$ cat src/rtl/uart_pkg.sv
`default_nettype none
// ============================================================================
//  Module      : uart_pkg
//  Description : Shared UART definitions: mux select codes, transmitter state
//                encoding, line levels and a state-to-select helper.
//  Revision    : 1.0 - initial release
// ============================================================================
package uart_pkg;

    // Select codes understood by uart_mux
    localparam logic [1:0] SEL_START  = 2'b00;
    localparam logic [1:0] SEL_DATA   = 2'b01;
    localparam logic [1:0] SEL_PARITY = 2'b10;
    localparam logic [1:0] SEL_STOP   = 2'b11;

    // Transmitter state encoding
    localparam logic [2:0] ST_IDLE    = 3'd0;
    localparam logic [2:0] ST_START   = 3'd1;
    localparam logic [2:0] ST_DATA    = 3'd2;
    localparam logic [2:0] ST_PARITY  = 3'd3;
    localparam logic [2:0] ST_STOP    = 3'd4;

    // Line levels
    localparam logic LINE_IDLE   = 1'b1;
    localparam logic START_LEVEL = 1'b0;

    typedef enum logic [2:0] {
        S_IDLE   = ST_IDLE,
        S_START  = ST_START,
        S_DATA   = ST_DATA,
        S_PARITY = ST_PARITY,
        S_STOP   = ST_STOP
    } tx_state_e;

    // Mux select code driven while in a given state; IDLE shares the stop
    // code so the line rests high.
    function automatic logic [1:0] state_to_sel(input tx_state_e st);
        logic [1:0] sel;
        sel = SEL_STOP;
        case (st)
            S_START:  sel = SEL_START;
            S_DATA:   sel = SEL_DATA;
            S_PARITY: sel = SEL_PARITY;
            default:  sel = SEL_STOP;
        endcase
        return sel;
    endfunction

endpackage
`default_nettype wire

$ cat src/rtl/uart_tx_ctrl_if.sv
`default_nettype none
// ============================================================================
//  Module      : uart_tx_ctrl_if
//  Description : Host-side handshake plus mux-side bit outputs of the UART
//                transmit sequencer. The sequencer uses the slave modport.
//  Revision    : 1.0 - initial release
// ============================================================================
interface uart_tx_ctrl_if #(
    parameter int DATA_BITS = 8
);
    logic                 tx_start;
    logic [DATA_BITS-1:0] tx_data;
    logic                 parity_en;
    logic                 parity_odd;
    logic                 tx_ready;
    logic                 tx_busy;
    logic                 tx_done;
    logic [1:0]           select_bit;
    logic                 data_bit;
    logic                 parity_bit;
    logic                 start_bit;
    logic                 stop_bit;

    modport master (
        output tx_start, tx_data, parity_en, parity_odd,
        input  tx_ready, tx_busy, tx_done,
        input  select_bit, data_bit, parity_bit, start_bit, stop_bit
    );

    modport slave (
        input  tx_start, tx_data, parity_en, parity_odd,
        output tx_ready, tx_busy, tx_done,
        output select_bit, data_bit, parity_bit, start_bit, stop_bit
    );
endinterface
`default_nettype wire

$ cat src/rtl/uart_baud_cnt.sv
`default_nettype none
// ============================================================================
//  Module      : uart_baud_cnt
//  Description : Bit-period counter, 0..CLKS_PER_BIT-1 with rollover,
//                synchronous clear and a bit_end flag on the last count.
//  Revision    : 1.0 - initial release
// ============================================================================
module uart_baud_cnt #(
    parameter int CLKS_PER_BIT = 16,
    parameter int CNT_W        = (CLKS_PER_BIT > 1) ? $clog2(CLKS_PER_BIT) : 1
) (
    input  wire logic             clk,
    input  wire logic             rst,
    input  wire logic             clear_i,
    input  wire logic             en_i,
    output logic      [CNT_W-1:0] cnt_o,
    output logic                  bit_end_o
);

    localparam logic [CNT_W-1:0] CNT_LAST = CNT_W'(CLKS_PER_BIT - 1);

    logic [CNT_W-1:0] cnt_q;
    logic [CNT_W-1:0] cnt_d;

    // Next count: clear wins, otherwise count and wrap at the last cycle
    always_comb begin
        cnt_d = cnt_q;
        if (clear_i) begin
            cnt_d = '0;
        end else if (en_i) begin
            if (cnt_q == CNT_LAST) begin
                cnt_d = '0;
            end else begin
                cnt_d = cnt_q + 1'b1;
            end
        end
    end

    // Count register
    always_ff @(posedge clk) begin
        if (rst) begin
            cnt_q <= '0;
        end else begin
            cnt_q <= cnt_d;
        end
    end

    assign cnt_o     = cnt_q;
    assign bit_end_o = en_i && (cnt_q == CNT_LAST);

endmodule
`default_nettype wire

$ cat src/rtl/uart_tx_ctrl.sv
`default_nettype none
// ============================================================================
//  Module      : uart_tx_ctrl
//  Description : UART transmit sequencer. Accepts a byte on a start handshake
//                and steps uart_mux through start, data (LSB first), optional
//                parity and stop bit periods. All outputs are registered.
//  Revision    : 1.0 - initial release
// ============================================================================
module uart_tx_ctrl #(
    parameter int CLKS_PER_BIT = 16,
    parameter int DATA_BITS    = 8
) (
    input  wire logic     clk,
    input  wire logic     rst,
    uart_tx_ctrl_if.slave bus
);
    import uart_pkg::*;

    localparam int             CNT_W    = (CLKS_PER_BIT > 1) ? $clog2(CLKS_PER_BIT) : 1;
    localparam logic [CNT_W-1:0] CNT_PRE_LAST = CNT_W'(CLKS_PER_BIT - 2);
    localparam logic [2:0]     IDX_LAST = 3'(DATA_BITS - 1);

    tx_state_e            state_q,    state_d;
    logic [DATA_BITS-1:0] shift_q,    shift_d;
    logic [2:0]           bit_idx_q,  bit_idx_d;
    logic                 par_en_q,   par_en_d;
    logic                 par_bit_q,  par_bit_d;
    logic                 data_bit_q, data_bit_d;
    logic [1:0]           sel_q,      sel_d;
    logic                 ready_q,    ready_d;
    logic                 busy_q,     busy_d;
    logic                 done_q,     done_d;

    logic [CNT_W-1:0]     baud_cnt;
    logic                 bit_end;
    logic                 cnt_clear;
    logic                 cnt_en;

    // Counter restarts on every state change so each state gets a full period
    assign cnt_en    = (state_q != S_IDLE);
    assign cnt_clear = (state_q == S_IDLE) || (state_d != state_q);

    uart_baud_cnt #(
        .CLKS_PER_BIT (CLKS_PER_BIT),
        .CNT_W        (CNT_W)
    ) u_baud_cnt (
        .clk       (clk),
        .rst       (rst),
        .clear_i   (cnt_clear),
        .en_i      (cnt_en),
        .cnt_o     (baud_cnt),
        .bit_end_o (bit_end)
    );

    // Next-state, datapath and registered-output next values
    always_comb begin
        state_d   = state_q;
        shift_d   = shift_q;
        bit_idx_d = bit_idx_q;
        par_en_d  = par_en_q;
        par_bit_d = par_bit_q;

        case (state_q)
            S_IDLE: begin
                if (bus.tx_start) begin
                    shift_d   = bus.tx_data;
                    par_en_d  = bus.parity_en;
                    par_bit_d = (^bus.tx_data) ^ bus.parity_odd;
                    bit_idx_d = '0;
                    state_d   = S_START;
                end
            end
            S_START: begin
                if (bit_end) begin
                    state_d = S_DATA;
                end
            end
            S_DATA: begin
                if (bit_end) begin
                    shift_d   = shift_q >> 1;
                    bit_idx_d = bit_idx_q + 1'b1;
                    if (bit_idx_q == IDX_LAST) begin
                        bit_idx_d = '0;
                        state_d   = par_en_q ? S_PARITY : S_STOP;
                    end
                end
            end
            S_PARITY: begin
                if (bit_end) begin
                    state_d = S_STOP;
                end
            end
            S_STOP: begin
                if (bit_end) begin
                    state_d = S_IDLE;
                end
            end
            default: begin
                state_d = S_IDLE;
            end
        endcase

        // Outputs follow the next state so they change on the same edge
        sel_d      = state_to_sel(state_d);
        ready_d    = (state_d == S_IDLE);
        busy_d     = (state_d != S_IDLE);
        data_bit_d = (state_d == S_DATA) ? shift_d[0] : 1'b0;
        // One cycle early so the registered pulse lands on the last STOP cycle
        done_d     = (state_q == S_STOP) && (baud_cnt == CNT_PRE_LAST);
    end

    // State, holding registers and registered outputs
    always_ff @(posedge clk) begin
        if (rst) begin
            state_q    <= S_IDLE;
            shift_q    <= '0;
            bit_idx_q  <= '0;
            par_en_q   <= 1'b0;
            par_bit_q  <= 1'b0;
            data_bit_q <= 1'b0;
            sel_q      <= SEL_STOP;
            ready_q    <= 1'b1;
            busy_q     <= 1'b0;
            done_q     <= 1'b0;
        end else begin
            state_q    <= state_d;
            shift_q    <= shift_d;
            bit_idx_q  <= bit_idx_d;
            par_en_q   <= par_en_d;
            par_bit_q  <= par_bit_d;
            data_bit_q <= data_bit_d;
            sel_q      <= sel_d;
            ready_q    <= ready_d;
            busy_q     <= busy_d;
            done_q     <= done_d;
        end
    end

    assign bus.tx_ready   = ready_q;
    assign bus.tx_busy    = busy_q;
    assign bus.tx_done    = done_q;
    assign bus.select_bit = sel_q;
    assign bus.data_bit   = data_bit_q;
    assign bus.parity_bit = par_bit_q;
    assign bus.start_bit  = START_LEVEL;
    assign bus.stop_bit   = LINE_IDLE;

endmodule
`default_nettype wire

$ cat src/flat_wrapper.sv
// flat-port wrapper written by rule: the top's interface ports become plain ports
module uart_tx_ctrl_flat import uart_pkg::*;
#(
    parameter int CLKS_PER_BIT = 16,
    parameter int DATA_BITS    = 8
)
  (clk, rst, bus_tx_start, bus_tx_data, bus_parity_en, bus_parity_odd, bus_tx_ready, bus_tx_busy, bus_tx_done, bus_select_bit, bus_data_bit, bus_parity_bit, bus_start_bit, bus_stop_bit);
  uart_tx_ctrl_if #(.DATA_BITS(DATA_BITS)) bus_i ();
  input  wire logic clk;
  input  wire logic rst;
  input wire logic [$bits(bus_i.tx_start)-1:0] bus_tx_start;
  input wire logic [$bits(bus_i.tx_data)-1:0] bus_tx_data;
  input wire logic [$bits(bus_i.parity_en)-1:0] bus_parity_en;
  input wire logic [$bits(bus_i.parity_odd)-1:0] bus_parity_odd;
  output wire logic [$bits(bus_i.tx_ready)-1:0] bus_tx_ready;
  output wire logic [$bits(bus_i.tx_busy)-1:0] bus_tx_busy;
  output wire logic [$bits(bus_i.tx_done)-1:0] bus_tx_done;
  output wire logic [$bits(bus_i.select_bit)-1:0] bus_select_bit;
  output wire logic [$bits(bus_i.data_bit)-1:0] bus_data_bit;
  output wire logic [$bits(bus_i.parity_bit)-1:0] bus_parity_bit;
  output wire logic [$bits(bus_i.start_bit)-1:0] bus_start_bit;
  output wire logic [$bits(bus_i.stop_bit)-1:0] bus_stop_bit;
  assign bus_i.tx_start = bus_tx_start;
  assign bus_i.tx_data = bus_tx_data;
  assign bus_i.parity_en = bus_parity_en;
  assign bus_i.parity_odd = bus_parity_odd;
  assign bus_tx_ready = bus_i.tx_ready;
  assign bus_tx_busy = bus_i.tx_busy;
  assign bus_tx_done = bus_i.tx_done;
  assign bus_select_bit = bus_i.select_bit;
  assign bus_data_bit = bus_i.data_bit;
  assign bus_parity_bit = bus_i.parity_bit;
  assign bus_start_bit = bus_i.start_bit;
  assign bus_stop_bit = bus_i.stop_bit;
  uart_tx_ctrl #(.CLKS_PER_BIT(CLKS_PER_BIT), .DATA_BITS(DATA_BITS)) u_core (.clk(clk), .rst(rst), .bus(bus_i));
endmodule
$ cat config.mk
export PLATFORM = sky130hd
export DESIGN_NAME = uart_tx_ctrl_flat
export DESIGN_NICKNAME = d
export VERILOG_FILES = /design/src/rtl/uart_pkg.sv /design/src/rtl/uart_tx_ctrl_if.sv /design/src/rtl/uart_baud_cnt.sv /design/src/rtl/uart_tx_ctrl.sv /design/src/flat_wrapper.sv
export SDC_FILE = /design/constraint.sdc
export NUM_CORES = 1
export LEC_CHECK = 0
export BUFFER_PORTS_ARGS = -buffer_cell sky130_fd_sc_hd__buf_2
export CAP_MARGIN = 20
export CORE_UTILIZATION = 50
export CTS_BUF_LIST = sky130_fd_sc_hd__clkbuf_16
export DETAILED_ROUTE_END_ITERATION = 10
export PLACE_DENSITY = 0.82
export SLEW_MARGIN = 20
export SYNTH_ARGS = -nofsm -noshare
export SYNTH_HDL_FRONTEND = slang
export SYNTH_SLANG_ARGS = --single-unit
$ cat constraint.sdc
create_clock -name clk -period 2.41 [get_ports clk]
set_input_delay 0.3615 -clock clk [delete_from_list [all_inputs] [get_ports clk]]
set_output_delay 0.3615 -clock clk [all_outputs]
set_load 0.02 [all_outputs]
==> flow_metrics.tcl <==
set metrics [dict create \
    stdcell_area_mm2 0.00146 \
    grt_pass1_vias 988 \
    tightest_slew_ns 0.779 \
    dpl_cell_area_mm2 0.00136 \
    cp_slowest_stage_delay_ns 0.47 \
    synth_cells 140 \
    routedWlPerCell_um 14.3 \
    initial_utilization_pct 52.7 \
    crit_type "reg -> reg" \
    hpwl_um 1860 \
    setup_viol 0 \
    cts_root_buf "clkbuf_16" \
    avgViaCountPerCell 5.90 \
    synth.area.top_cells "dfxtp_1 40%, a222oi_1 5.4%, nor2_1 4.4%" \
    leakage_uw 0.000613 \
    clk_latency_ns 0.26 \
    grt_usage_pct 21.5 \
    grt_pass1_wl_um 4390 \
    crit_fanout 12 \
    syn_area_mm2 0.00129 \
    yosysUniqueCellTypes 49 \
    path_buf_inv 0 \
    grt.overflow.total 0 \
    yosysTopAreaCellShare_pct 40.2 \
    layout.nets 170 \
    min_period_ns 1.96 \
    synth_fp_nets 157 \
    num_io_pins 22 \
    hold_slack_ns 0.347 \
    drv_slew 0 \
    power_density_mw_per_mm2 731 \
    max_cap_viol_count 0 \
    ys_seq_elements 26 \
    crit_required_ns 2.56 \
    cp-end-kind "flip-flop" \
    ant_nets 0 \
    path_delay_family "compound AO/OA/AOI/OAI gates" \
    cts_made_buffers 3 \
    insertedDiodeCount 0 \
    cts_buffer_depth 2 \
    worstSetupStartpointType "flip-flop" \
    worstPathArrival_ns 2.11 \
    hold_viol_final 0 \
    clk_pin_slew_ns 0.07 \
    p_total_uw 1070 \
    crit_chain "ha_1 > nand2_1 > o2bb2ai_1 > nand2_1 > a222oi_1 > and3b_1" \
    crit_top_cell "nand2_1" \
    n_fill_cell 209 \
    cts_sinks 26 \
    crit_slowest_cell "a222oi_1" \
    vias 1073 \
    drt_iter0_drc 44 \
    wirelength_um 2600 \
    io_buffers 19 \
    core_mm2 0.00245 \
    yosys_most_used_dff "dfxtp_1" \
    r2r_slack_ns 0.45 \
    yosysTopAreaCell "dfxtp_1" \
    drive_gt1_share_pct 20.4 \
    synth_warnings 0 \
    multiInputGateArea_um2 683 \
    syn_avg_cell_area_um2 9.24 \
    synth_common_cells "26 x dfxtp_1, 15 x nor2_1, 11 x nand2_1, 9 x a21oi_1, 7 x a222oi_1" \
    max_freq_ghz 0.511 \
    fin_crit_sh_pct 81.1 \
    synthArstFlopShare_pct 0 \
    holdCritPathClass "in -> reg" \
    synth_most_common_cell "dfxtp_1" \
    cts_tree "yes" \
    antenna_found_initial 0 \
    status "finished, final reports clean" \
    register_area_um2 520 \
    drc 0 \
    max-slew-margin-rel_pct 47.6 \
    rows 18 \
    htreeDepth 1 \
    setup_tns_ns 0 \
    synth_edf_count 0 \
    die_w_um 52.9 \
    grt_max_degree 21 \
    max-vdd-ir-drop_mv 0.681 \
    rsz0062_at_grt "false" \
    fp.dieArea_mm2 0.00279 \
    seq_area_frac_synth_pct 40.2 \
    cts_resized 0 \
    cts_setup_buffers 0 \
    synthToLayoutAreaGrowth_pct 12.9 \
    cts_hold_buffers 0 \
    firstDrtPassIters 5 \
    die_h_um 52.9 \
    gp_congestion 0.790 \
    skew_ns 0.00460 \
]
==> through the flow <==
step	std cells	worst slack (ns)	utilization, %
final	182	0.454	59.5
after global routing	182	0.282	59.5
after CTS	182	0.478	59.5
after detailed placement	178	0.499	55.2
after global placement	178	0.596	55.2
after floorplan	140	0.732	-
==> where the power goes <==
part	switching (uW)	internal [uW]	total (uW)
clock network	144	330	474
registers	14.8	450	465
logic	68.9	59.2	128
==> area by class of cell <==
type / count / share of cell area, %
clock buffers: 3 / 5.14
clock inverters: 1 / 2.06
inverters: 5 / 1.29
multi-input cells: 98 / 46.8
flip-flops and latches: 26 / 35.6
well taps: 30 / 2.57
repair buffers: 19 / 6.51
==> cells in the final DEF (no fill, tap or decap), drive strengths merged, types with 4 or more instances in the layout <==
cell    Yosys  final
dfxtp      26     26
buf         8     19
nor2       15     15
a222oi      7      7
inv         5      5
ha          4      4
nand2      11     11
a21oi       9      9
nor3        4      4
xnor2       5      5
==> flip-flops by register name, summed over array words and instances (netlist names) <==
register                 count
u_core.bit_idx_q             3
u_core.bus.data_bit          1
u_core.bus.parity_bit        1
u_core.bus.select_bit        2
u_core.bus.tx_busy           1
u_core.bus.tx_done           1
u_core.bus.tx_ready          1
u_core.par_en_q              1
u_core.shift_q               8
u_core.state_q               3
u_core.u_baud_cnt.cnt_o      4
==> cell families (layout without fill, tap and decap cells) <==
logic type,after synthesis,in the layout,synth area share (%)
and+or+nand+nor,51,51,21.9
DFF,26,26,40.2
adders and majority gates,4,4,3.87
xor gates and xnor gates,8,8,6.48
other,2,2,0.580
muxes,4,4,3.19
AOI/OAI and AO/OA,29,29,16.8
buffers and inverters,16,28,6.96
==> path summary, 6_finish.rpt <==
kind | startpoint | endpoint | cells after the start
worst max-delay path | u_core.u_baud_cnt.cnt_o[1] | u_core.bus.data_bit | 6
worst min-delay path | bus_parity_en | u_core.par_en_q | 3
worst max register to register | u_core.u_baud_cnt.cnt_o[1] | u_core.bus.data_bit | 6
worst min register to register | u_core.bit_idx_q[2] | u_core.bit_idx_q[2] | 2
==> tightest hold or removal path, stage by stage <==
cell     delay [ns]
buf_2          0.08
mux2i_1        0.06
nor2_1         0.07
==> per-layer routing <==
metal  vias up  track usage [%]  part of all wire, %
li1        523                -                    -
met1       514             28.1                   47
met2        34             34.0                   47
met3         2             5.46                  4.8
met4         0             7.46                 0.39
met5         -                0                    0
Note: power is estimated with default switching activity, not from simulation.
